$ cat src/rtl/image_pkg_a.sv
// image_pkg_a: pixel width, default geometry and 3-input min/mid/max helpers for the median filter.
package image_pkg_a;
  localparam int PIX_W = 8;
  localparam int H_ACTIVE_DEF = 1280;
  localparam int V_ACTIVE_DEF = 720;

  function automatic logic [PIX_W-1:0] min3(input logic [PIX_W-1:0] a, b, c);
    logic [PIX_W-1:0] m;
    m = (a < b) ? a : b;
    return (m < c) ? m : c;
  endfunction

  function automatic logic [PIX_W-1:0] max3(input logic [PIX_W-1:0] a, b, c);
    logic [PIX_W-1:0] m;
    m = (a > b) ? a : b;
    return (m > c) ? m : c;
  endfunction

  // Median is the larger of min(a,b) and min(max(a,b),c).
  function automatic logic [PIX_W-1:0] mid3(input logic [PIX_W-1:0] a, b, c);
    logic [PIX_W-1:0] lo, hi, t;
    lo = (a < b) ? a : b;
    hi = (a < b) ? b : a;
    t = (hi < c) ? hi : c;
    return (lo > t) ? lo : t;
  endfunction
endpackage

$ cat src/rtl/image_sort3_a.sv
// image_sort3_a: registered 3-input sorter producing min, mid and max of one window row.
module image_sort3_a
  import image_pkg_a::*;
(
  input  logic             i_clk,
  input  logic             i_rst_n,
  input  logic [PIX_W-1:0] a,
  input  logic [PIX_W-1:0] b,
  input  logic [PIX_W-1:0] c,
  output logic [PIX_W-1:0] min,
  output logic [PIX_W-1:0] mid,
  output logic [PIX_W-1:0] max
);
  always_ff @(posedge i_clk or negedge i_rst_n) begin
    if (!i_rst_n) begin
      min <= '0;
      mid <= '0;
      max <= '0;
    end else begin
      min <= min3(a, b, c);
      mid <= mid3(a, b, c);
      max <= max3(a, b, c);
    end
  end
endmodule

$ cat src/rtl/image_median_a.sv
// image_median_a: three-stage pipelined 3x3 median (or centre bypass) with row/frame markers
// over the (H_ACTIVE-2) x (V_ACTIVE-2) valid-window region.
module image_median_a
  import image_pkg_a::*;
#(
  parameter int H_ACTIVE = H_ACTIVE_DEF,
  parameter int V_ACTIVE = V_ACTIVE_DEF
) (
  input  logic             i_clk,
  input  logic             i_rst_n,
  input  logic             i_en,
  input  logic [PIX_W-1:0] i_temp_11,
  input  logic [PIX_W-1:0] i_temp_12,
  input  logic [PIX_W-1:0] i_temp_13,
  input  logic [PIX_W-1:0] i_temp_21,
  input  logic [PIX_W-1:0] i_temp_22,
  input  logic [PIX_W-1:0] i_temp_23,
  input  logic [PIX_W-1:0] i_temp_31,
  input  logic [PIX_W-1:0] i_temp_32,
  input  logic [PIX_W-1:0] i_temp_33,
  input  logic             i_mode,
  output logic             o_en,
  output logic [PIX_W-1:0] o_data,
  output logic             o_eol,
  output logic             o_eof
);
  localparam int HW = $clog2(H_ACTIVE);
  localparam int VW = $clog2(V_ACTIVE);
  localparam logic [HW-1:0] H_LAST = HW'(H_ACTIVE - 3);
  localparam logic [VW-1:0] V_LAST = VW'(V_ACTIVE - 3);

  logic [PIX_W-1:0] col_1 [3];
  logic [PIX_W-1:0] col_2 [3];
  logic [PIX_W-1:0] col_3 [3];
  logic [PIX_W-1:0] mn [3];
  logic [PIX_W-1:0] md [3];
  logic [PIX_W-1:0] mx [3];
  logic             v1, v2, mode1, mode2;
  logic [PIX_W-1:0] ctr1, ctr2, a2, b2, c2;
  logic [HW-1:0]    out_h;
  logic [VW-1:0]    out_v;

  assign col_1 = '{i_temp_11, i_temp_21, i_temp_31};
  assign col_2 = '{i_temp_12, i_temp_22, i_temp_32};
  assign col_3 = '{i_temp_13, i_temp_23, i_temp_33};

  for (genvar r = 0; r < 3; r++) begin : g_row
    image_sort3_a u_sort (
      .i_clk  (i_clk),
      .i_rst_n(i_rst_n),
      .a      (col_1[r]),
      .b      (col_2[r]),
      .c      (col_3[r]),
      .min    (mn[r]),
      .mid    (md[r]),
      .max    (mx[r])
    );
  end

  always_ff @(posedge i_clk or negedge i_rst_n) begin
    if (!i_rst_n) begin
      v1 <= 1'b0;
      mode1 <= 1'b0;
      ctr1 <= '0;
      v2 <= 1'b0;
      mode2 <= 1'b0;
      ctr2 <= '0;
      a2 <= '0;
      b2 <= '0;
      c2 <= '0;
      o_en <= 1'b0;
      o_data <= '0;
    end else begin
      v1 <= i_en;
      mode1 <= i_mode;
      ctr1 <= i_temp_22;
      v2 <= v1;
      mode2 <= mode1;
      ctr2 <= ctr1;
      a2 <= max3(mn[0], mn[1], mn[2]);
      b2 <= mid3(md[0], md[1], md[2]);
      c2 <= min3(mx[0], mx[1], mx[2]);
      o_en <= v2;
      if (v2) o_data <= mode2 ? ctr2 : mid3(a2, b2, c2);
    end
  end

  always_ff @(posedge i_clk or negedge i_rst_n) begin
    if (!i_rst_n) begin
      out_h <= '0;
      out_v <= '0;
    end else if (o_en) begin
      out_h <= (out_h == H_LAST) ? '0 : out_h + HW'(1);
      if (out_h == H_LAST) out_v <= (out_v == V_LAST) ? '0 : out_v + VW'(1);
    end
  end

  assign o_eol = o_en && out_h == H_LAST;
  assign o_eof = o_eol && out_v == V_LAST;
endmodule

$ cat config.mk
export PLATFORM = sky130hd
export DESIGN_NAME = image_median_a
export DESIGN_NICKNAME = d
export VERILOG_FILES = /design/src/rtl/image_pkg_a.sv /design/src/rtl/image_sort3_a.sv /design/src/rtl/image_median_a.sv
export SDC_FILE = /design/constraint.sdc
export NUM_CORES = 1
export LEC_CHECK = 0
export ABC_CLOCK_PERIOD_IN_PS = 16000
export BUFFER_PORTS_ARGS = -buffer_cell sky130_fd_sc_hd__buf_2
export CORE_ASPECT_RATIO = 0.75
export CORE_UTILIZATION = 44
export CTS_CLUSTER_DIAMETER = 50
export DETAILED_ROUTE_END_ITERATION = 12
export GPL_TIMING_DRIVEN = 0
export PLACE_DENSITY = 0.68
export SYNTH_ARGS = -nofsm -noshare
export SYNTH_HDL_FRONTEND = slang
export SYNTH_SLANG_ARGS = --single-unit
$ cat constraint.sdc
create_clock -name i_clk -period 16 [get_ports i_clk]
set_input_delay 4 -clock i_clk [delete_from_list [all_inputs] [get_ports i_clk]]
set_output_delay 4 -clock i_clk [all_outputs]
set_load 0.01 [all_outputs]
After elaboration in Yosys (flattened, before gate mapping). Cells that the tools add are included.

Equality and inequality tests: 2. Add/subtract/negate cells: 2. Mux-type cells: 36. Reduce and logical (&&, ||, !) cells: 3. Order comparisons: 28.

Operators by type and width (count): two-way mux 8 bit (34); < comparator 8 bit (15); greater-than comparator 8 bit (13); adder 11 x 1 -> 11 bit (second input constant) (1); equality test 11 bit (second input constant) (1); two-way mux 11 bit (1); adder 10 x 1 -> 10 bit (second input constant) (1); equality test 10 bit (second input constant) (1); two-way mux 10 bit (1); logical AND 1 bit (2); AND reduction 2 bit (1).

Bits in registers: 146. Input bits: 76.

Longest topological paths before layout. Gate-level depths: netlist of run 1.

Depth in word-level cells: 7. Depth in mapped cells: 26.

By module. A second synthesis of run 1 with hierarchy kept.

Cell total of the unflattened synthesis: 1300. Area, all modules: 12588.3 µm².

Modules (own cells, without submodules): image_sort3_a (times used 3, area each 2307.2 µm², cells an instance 231, sequential area each 600.6 µm²); image_median_a (times used 1, area each 5666.7 µm², cells an instance 607, sequential area each 1851.8 µm²).

Worst setup path before layout of run 1. No wires, ideal clock.

Kind: input-to-reg. Start point: input i_temp_12[7]. End point: register g_row[0].u_sort.mid[0]. Slack: 7603 ps. Setup time: 125 ps. Path buffers: 2. Arrival: 8272 ps. Stages on the path: 22. Cell sequence: inv_1 > ha_1 > a21oi_1 > o21ai_0 > nor2_4 > mux2_2 > ha_1 > a21o_1 > a21o_1 > a221o_1 > a21oi_2 > buf_4 > a21oi_1 > ha_1 > a21o_1 > a21oi_1 > inv_1 > o31a_1 > clkbuf_1 > and3b_1 > a311oi_1 > nand2_1.

Word-level cells in the longest chain between the ends: 6.

Ends and longest elaborated chain: from (decl) (line image_median_a.sv:13) `input logic [PIX_W-1:0] i_temp_12,`; < comparator 8 bit (line image_pkg_a.sv:22, image_pkg_a.sv:23); two-way mux 8 bit (line image_pkg_a.sv:23) `hi = (a < b) ? b : a;`; < comparator 8 bit (line image_pkg_a.sv:24) `t = (hi < c) ? hi : c;`; two-way mux 8 bit (line image_pkg_a.sv:24); greater-than comparator 8 bit (line image_pkg_a.sv:25) `return (lo > t) ? lo : t;`; two-way mux 8 bit * (line image_pkg_a.sv:25); to (signal assigned) (line image_sort3_a.sv:21) `mid <= mid3(a, b, c);`; to (decl) (line image_sort3_a.sv:11) `output logic [PIX_W-1:0] mid,`.

Every way passes the cells marked *; elsewhere a longest branch is shown, timed or not. A chain may end at the register's enable or synchronous reset.

Worst setup path in the final report of run 1.
Start point: input i_temp_22[6]. End point: register g_row[1].u_sort.mid[2].

Word-level cells in the longest chain between the ends: 6.

Ends and longest elaborated chain: from (decl) (line image_median_a.sv:16) `input logic [PIX_W-1:0] i_temp_22,`; < comparator 8 bit (line image_pkg_a.sv:22, image_pkg_a.sv:23); two-way mux 8 bit (line image_pkg_a.sv:23); < comparator 8 bit (line image_pkg_a.sv:24); two-way mux 8 bit (line image_pkg_a.sv:24); greater-than comparator 8 bit (line image_pkg_a.sv:25); two-way mux 8 bit * (line image_pkg_a.sv:25); to (signal assigned) (line image_sort3_a.sv:21); to (decl) (line image_sort3_a.sv:11).

Marked as above.

==> results of run 1 <==
-- synth_stat cells (6+ instances only) --
master / instances
mux2_4: 7
a31oi_1: 13
nand4_1: 28
nand4b_1: 9
o21a_1: 19
o22ai_1: 10
xor2_1: 6
nor3_1: 13
dfrtp_1: 146
ha_1: 192
o211ai_1: 9
o21ai_0: 119
nor2_1: 68
mux2i_1: 29
nand2b_1: 14
nor2b_1: 19
a21o_1: 23
o21ai_1: 7
nand2_1: 131
o2111ai_1: 8
a21oi_1: 78
and3_1: 12
mux2_2: 113
inv_1: 125
buf_2: 9
clkbuf_1: 19
nand3_1: 30
-- power groups by stage --
| stage | sequential (uW) | combinational, uW | clock, uW |
|---|---|---|---|
| detailed placement | 601 | 1930 | 0 |
| global placement | 598 | 1860 | 0 |
| floorplan | 555 | 1460 | 0 |
| global route | 610 | 2200 | 424 |
| finish | 599 | 1970 | 400 |
| CTS | 596 | 1940 | 409 |
-- layout by cell type, fill, tap and decap left out, types with 8 or more instances in the layout --
cell type  synthesis  routed
a21oi_1           78      78
dfrtp_1          146     146
o211ai_1           9       9
mux2_2           113     113
o2111ai_1          8       8
inv_1            125     125
o22ai_1           10      10
ha_1             192     192
a21o_1            23      23
nor2b_1           19      19
o21a_1            19      19
nor2_1            68      68
buf_2              9      94
clkbuf_1          19      19
nor3_1            13      13
nand3_1           30      30
nand2b_1          14      14
a31oi_1           13      13
clkbuf_16          0      17
nand2_1          131     131
nand4b_1           9       9
o21ai_0          119     119
nand4_1           28      28
mux2i_1           29      29
and3_1            12      12
-- cell type report --
| cell class | count | area share |
|---|---|---|
| plain buffers | 34 | 0.0125 |
| well taps | 351 | 0.0318 |
| flip-flops and latches | 146 | 0.265 |
| repair buffers | 87 | 0.0337 |
| inverters | 125 | 0.0340 |
| multi-input cells | 1041 | 0.580 |
| clock inverters | 11 | 0.00989 |
| clock buffers | 19 | 0.0328 |
-- registers in the layout (all words and copies together), names as in the netlist, 8 cells and up --
signal	cells
g_row.u_sort.max	24
g_row.u_sort.mid	24
g_row.u_sort.min	24
out_h	11
out_v	10
a2	8
b2	8
c2	8
ctr1	8
ctr2	8
o_data	8
-- worst max-delay path by stage --
stage / endpoint / cells past startpoint / slack (ns) / startpoint
global route: g_row[1].u_sort.mid[1] / 25 / 6.53 / i_temp_22[6]
global placement: g_row[1].u_sort.mid[1] / 24 / 6.69 / i_temp_22[6]
detailed placement: g_row[1].u_sort.mid[2] / 24 / 6.61 / i_temp_22[5]
floorplan: g_row[0].u_sort.mid[0] / 22 / 7.60 / i_temp_12[7]
finish: g_row[1].u_sort.mid[2] / 25 / 6.86 / i_temp_22[6]
CTS: g_row[1].u_sort.mid[2] / 25 / 7.02 / i_temp_22[5]
-- routing by layer --
metal  part of all wire  wire, um  vias to the layer above
met2               0.43     13700                      281
met1               0.50     15700                     5026
met5                  0         0                        -
li1                   -         -                     5098
met3              0.053      1690                       33
met4              0.017       536                        0
-- kinds of logic after synthesis --
group,Yosys count
AND/OR/NAND/NOR,353
XOR/XNOR,9
multiplexers,152
flip-flops,146
AO/OA/AOI/OAI,335
adder cells (fa/ha/maj),192
buffers and inverters,159
-- metrics by stage --
| step | hold WS, ns | instance area, um^2 |
|---|---|---|
| after floorplan | 0.331 | 12300 |
| after global placement | 0.333 | 13200 |
| after detailed placement | 0.335 | 13200 |
| after CTS | 0.349 | 13800 |
| after global routing | 0.356 | 13800 |
| final | 0.347 | 13800 |
==> results.json, run 1 <==
{
  "grt_pass1_vias": 9851,
  "slowest_delay_ns": 0.55,
  "core_region_area_um2": 27200,
  "place_ws_ns": 6.61,
  "clk-insertion-delay-late_ns": 0.43,
  "tns_ns": 0,
  "pwr-share-clk": 0.135,
  "synth_edf_count": 0,
  "cts_buffers": 17,
  "crit_slowest_cell": "a31oi_1",
  "swShare": 0.478,
  "synth_compound_area_frac": 0.169,
  "die_area_um2": 28600,
  "synth_top_cell_by_area": "dfrtp_1",
  "period_share": 0.571,
  "ys_seq_area_frac": 0.297,
  "drv_cap": 0,
  "dr.pass1.iters": 5,
  "gp_congestion": 0.946,
  "max_slew_margin": 0.443,
  "yosysWarnings": 0,
  "r2r_cells": 22,
  "htreeDepth": 4,
  "p_comb_frac": 0.663,
  "grtUsageMet2": 0.346,
  "wl_um": 31700,
  "netlist_top_cells_area": "dfrtp_1 (30%), ha_1 (20%), mux2_2 (10%)",
  "start_util": 0.452,
  "clk_path_buf_depth": 2,
  "required_ns": 16.25,
  "io-pin-count": 87,
  "synthSimpleGateAreaFrac": 0.141,
  "grt_pass1_wl_um": 51400,
  "syn-num-nets": 1614,
  "antenna_found_initial": 0,
  "placedCellCount": 1784,
  "crit_family": "compound AO/OA/AOI/OAI gates",
  "hp-class": "register to register",
  "fmax_mhz": 109,
  "clock_sinks": 146,
  "globalRoute.busiestLayer": "met2",
  "hold_depth": 0,
  "synth_top_family_by_area": "adder cells",
  "syn_avg_cell_area_um2": 9.14,
  "power.density_nw_per_um2": 215,
  "post-route-min-period_ns": 9.14,
  "cts_setup_buffers": 0,
  "rr_startpoint": "g_row[1].u_sort.mid[5]",
  "cts_resized": 0,
  "power_leakage_uw": 0.00668,
  "async_flop_share": 1.00,
  "clk_pin_slew_ns": 0.06,
  "synth-seq-cells": 146,
  "io_buffers": 86,
  "grt_use_met3": 0.0347,
  "power_frac_seq": 0.202,
  "intPower_uw": 1550,
  "cts_hold_buf": 0,
  "finalSetupViolCount": 0,
  "worstSetupStartpointType": "primary input",
  "use_met1": 0.332,
  "viasPerCell": 5.75,
  "synthMuxAreaShare": 0.139,
  "yosysUniqueCellTypes": 73,
  "antenna_left": 0,
  "crit_arrival_ns": 9.39,
  "grt-ovfl-total": 0,
  "min_to": "ctr2[7]",
  "vias": 10400,
  "cp_max_fo": 10,
  "r2r_slack_ns": 9.36,
  "vdd_drop_max_v": 0.000182,
  "synthCells": 1346,
  "nNetsFinal": 1720,
  "grt_usage": 0.226,
  "synth_adder_area_share": 0.195,
  "clock_skew_ns": 0.0126,
  "n_antenna_cell": 0,
  "clock-root-buffer": "clkbuf_16",
  "rows": 52,
  "grt_setup_unrepaired": "no",
  "fillers": 2492,
  "dieWidth_um": 195,
  "hp-start": "ctr1[7]",
  "run_status": "complete, no violations",
  "crit_buf_inv": 6,
  "p_switching_uw": 1420,
  "setup_ws_ns": 6.86,
  "route.detailed.wl_per_inst_um": 17.5,
  "synth_top_area_share": 0.297,
  "cts_tree": "built",
  "synth_ff_type": "dfrtp_1",
  "syn-cell-area_um2": 12300,
  "first_iter_violations": 769,
  "layout-drive-gt1-share": 0.187,
  "hpwl_um": 25700,
  "fin_cells": 1814,
  "fp.dieH_um": 147,
  "grt_start_max_net_pins": 97,
  "area_growth_pct": 12.1,
  "drc": 0,
  "slew_violations": 0,
  "multi_input_area_um2": 8000,
  "worstReg2RegEnd": "b2[7]",
  "path_class": "primary input to register",
  "critPathCaptureType": "register",
  "utilization": 0.507,
  "hold_viol": 0,
  "finalPower_uw": 2970,
  "synth_xor_area_frac": 0.00641,
  "tightest_slew_ns": 0.826,
  "seqCellArea_um2": 3650
}
(Power assumes the default switching activity.)
==> run 2, diff against run 1 <==
ABC_CLOCK_PERIOD_IN_PS = 7400   (was 16000)
PLACE_DENSITY = 0.71   (was 0.68)
clock period = 7.4 ns   (was 16 ns; I/O delays follow)
==> run 2 against run 1 <==
Combinational power grew 120%; sequential share of layout area grew 0.17 points; worst setup slack lost 6.4 ns; final cell count is essentially flat; global-route usage grew 0.15 points; die area is the same; register-to-register slack lost 8.5 ns; clock-buffer cell count grew 3; design area shrank 0.64%; hold slack lost 0.0017 ns; routed wire length shrank 0.91%.
==> results.json, run 2 (same netlist as run 1, synthesis figures left out) <==
{
  "run_status": "complete, no violations",
  "final_common_cell": "ha_1",
  "clock_sinks": 146,
  "crit_arrival_ns": 7.20,
  "hold_depth": 0,
  "intPower_uw": 3250,
  "clk-insertion-delay-late_ns": 0.42,
  "p_switching_uw": 3040,
  "io-pin-count": 87,
  "io_buffers": 86,
  "path_class": "primary input to register",
  "dr.pass1.iters": 5,
  "cts_resized": 0,
  "finalSetupViolCount": 0,
  "route.detailed.wl_per_inst_um": 17.3,
  "p_comb_frac": 0.675,
  "power_frac_seq": 0.206,
  "nNetsFinal": 1720,
  "top_regs": "g_row.u_sort.max (24), g_row.u_sort.mid (24), g_row.u_sort.min (24)",
  "r2r_slack_ns": 0.84,
  "required_ns": 7.66,
  "grt-ovfl-total": 0,
  "grt_pass1_vias": 10200,
  "cts_setup_buffers": 0,
  "r2r_cells": 22,
  "rr_startpoint": "g_row[1].u_sort.mid[6]",
  "utilization": 0.504,
  "cp_cell_sequence": "buf_2, inv_1, ha_1, a21oi_1, nand2_1, a221o_1, buf_6, clkbuf_1, nand2_1, o21ai_0, ha_1, or3_1, nor2_1, mux2i_1, a41oi_2, buf_6, mux2i_1, ha_1, nand3_1, nor2_1, a22o_1, a31oi_1, clkbuf_1, o21ai_0",
  "rows": 52,
  "fmax_mhz": 144,
  "hp-start": "ctr1[4]",
  "area_growth_pct": 11.4,
  "post-route-min-period_ns": 6.94,
  "hold_viol": 0,
  "drv_cap": 0,
  "grt_setup_unrepaired": "no",
  "antenna_found_initial": 1,
  "hpwl_um": 25500,
  "cp_max_fo": 10,
  "vdd_drop_max_v": 0.000469,
  "cts_hold_buf": 0,
  "grt_start_max_net_pins": 90,
  "max_slew_margin": 0.423,
  "grt_usage": 0.228,
  "setup_ws_ns": 0.464,
  "slowest_delay_ns": 0.57,
  "fp.dieH_um": 147,
  "crit_slowest_cell": "a31oi_1",
  "gp_congestion": 0.949,
  "tightest_slew_ns": 0.865,
  "start_util": 0.452,
  "worstReg2RegEnd": "b2[6]",
  "place_ws_ns": 0.144,
  "core_region_area_um2": 27200,
  "htreeDepth": 4,
  "grt_pass1_wl_um": 52000,
  "slew_violations": 0,
  "period_share": 0.937,
  "pwr-share-clk": 0.119,
  "antenna_left": 0,
  "clock-root-buffer": "clkbuf_16",
  "layout_common_cells": "ha_1 (192), dfrtp_1 (146), nand2_1 (131)",
  "dieWidth_um": 195,
  "clk_pin_slew_ns": 0.05,
  "vias": 10400,
  "cp_common_cell": "ha_1",
  "power.density_nw_per_um2": 459,
  "n_antenna_cell": 0,
  "worstSetupStartpointType": "primary input",
  "clock_skew_ns": 0.00657,
  "cts_tree": "built",
  "power_leakage_uw": 0.00664,
  "swShare": 0.483,
  "hp-class": "register to register",
  "min_to": "ctr2[4]",
  "viasPerCell": 5.74,
  "first_iter_violations": 795,
  "critPathCaptureType": "register",
  "clk_path_buf_depth": 2,
  "die_area_um2": 28600,
  "tns_ns": 0,
  "wl_um": 31400,
  "layout-drive-gt1-share": 0.184,
  "drc": 0,
  "cts_buffers": 17
}
[run 2: changes by cell type in the layout (fill, tap and decap cells not counted)]
cell       delta
bufinv_16     -3
clkbuf_1      +3
inv_6         -1
[run 2: worst max-delay path by stage]
stage	depth (start not counted)	start	endpoint	slack [ns]
floorplan	22	i_temp_12[7]	g_row[0].u_sort.mid[0]	1.15
global placement	24	i_temp_22[6]	g_row[1].u_sort.mid[2]	0.27
detailed placement	24	i_temp_22[6]	g_row[1].u_sort.mid[2]	0.14
CTS	24	i_temp_22[6]	g_row[1].u_sort.mid[2]	0.56
global route	24	i_temp_22[6]	g_row[1].u_sort.mid[2]	0.006
finish	24	i_temp_22[6]	g_row[1].u_sort.mid[2]	0.46
[run 2: critical path: cells and delay by family]
| family | cells | cell delay [ns] |
|---|---|---|
| and+or+nand+nor | 6 | 0.85 |
| buffers and inverters | 6 | 1.23 |
| AOI/OAI and AO/OA | 7 | 2.03 |
| adders and majority gates | 3 | 0.84 |
| muxes | 2 | 0.39 |
[run 2: metrics by stage]
| stage | power (uW) | hold slack [ns] | cell area, um^2 | cells |
|---|---|---|---|---|
| final | 6290 | 0.346 | 13700 | 1813 |
| after global routing | 6880 | 0.354 | 13700 | 1813 |
| after CTS | 6240 | 0.347 | 13700 | 1813 |
| after detailed placement | 5440 | 0.335 | 13200 | 1784 |
| after global placement | 5310 | 0.334 | 13200 | 1783 |
| after floorplan | 4350 | 0.331 | 12300 | 1346 |
[run 2: area by class of cell]
| cell class | instances | area [um^2] |
|---|---|---|
| Buffer | 34 | 173 |
| Sequential cell | 146 | 3650 |
| Tap cell | 351 | 439 |
| Inverter | 125 | 469 |
| Clock inverter | 7 | 37.5 |
| Multi-Input combinational cell | 1041 | 8000 |
| Fill cell | 2509 | 13500 |
| Clock buffer | 22 | 464 |
| Timing Repair Buffer | 87 | 464 |
[run 2: power groups by stage]
stage	Sequential (uW)	Clock, uW	Combinational [uW]
6_report	1290	751	4240
5_1_grt	1320	803	4760
4_1_cts	1290	767	4180
3_5_place_dp	1300	0	4140
3_3_place_gp	1290	0	4010
2_1_floorplan	1200	0	3160
[run 2: per-layer routing]
layer	track usage	vias to the layer above	routed length, um
met3	0.0347	42	1470
met1	0.328	5000	15500
met5	0	-	0
met4	0.0685	0	710
li1	-	5100	-
met2	0.351	273	13700
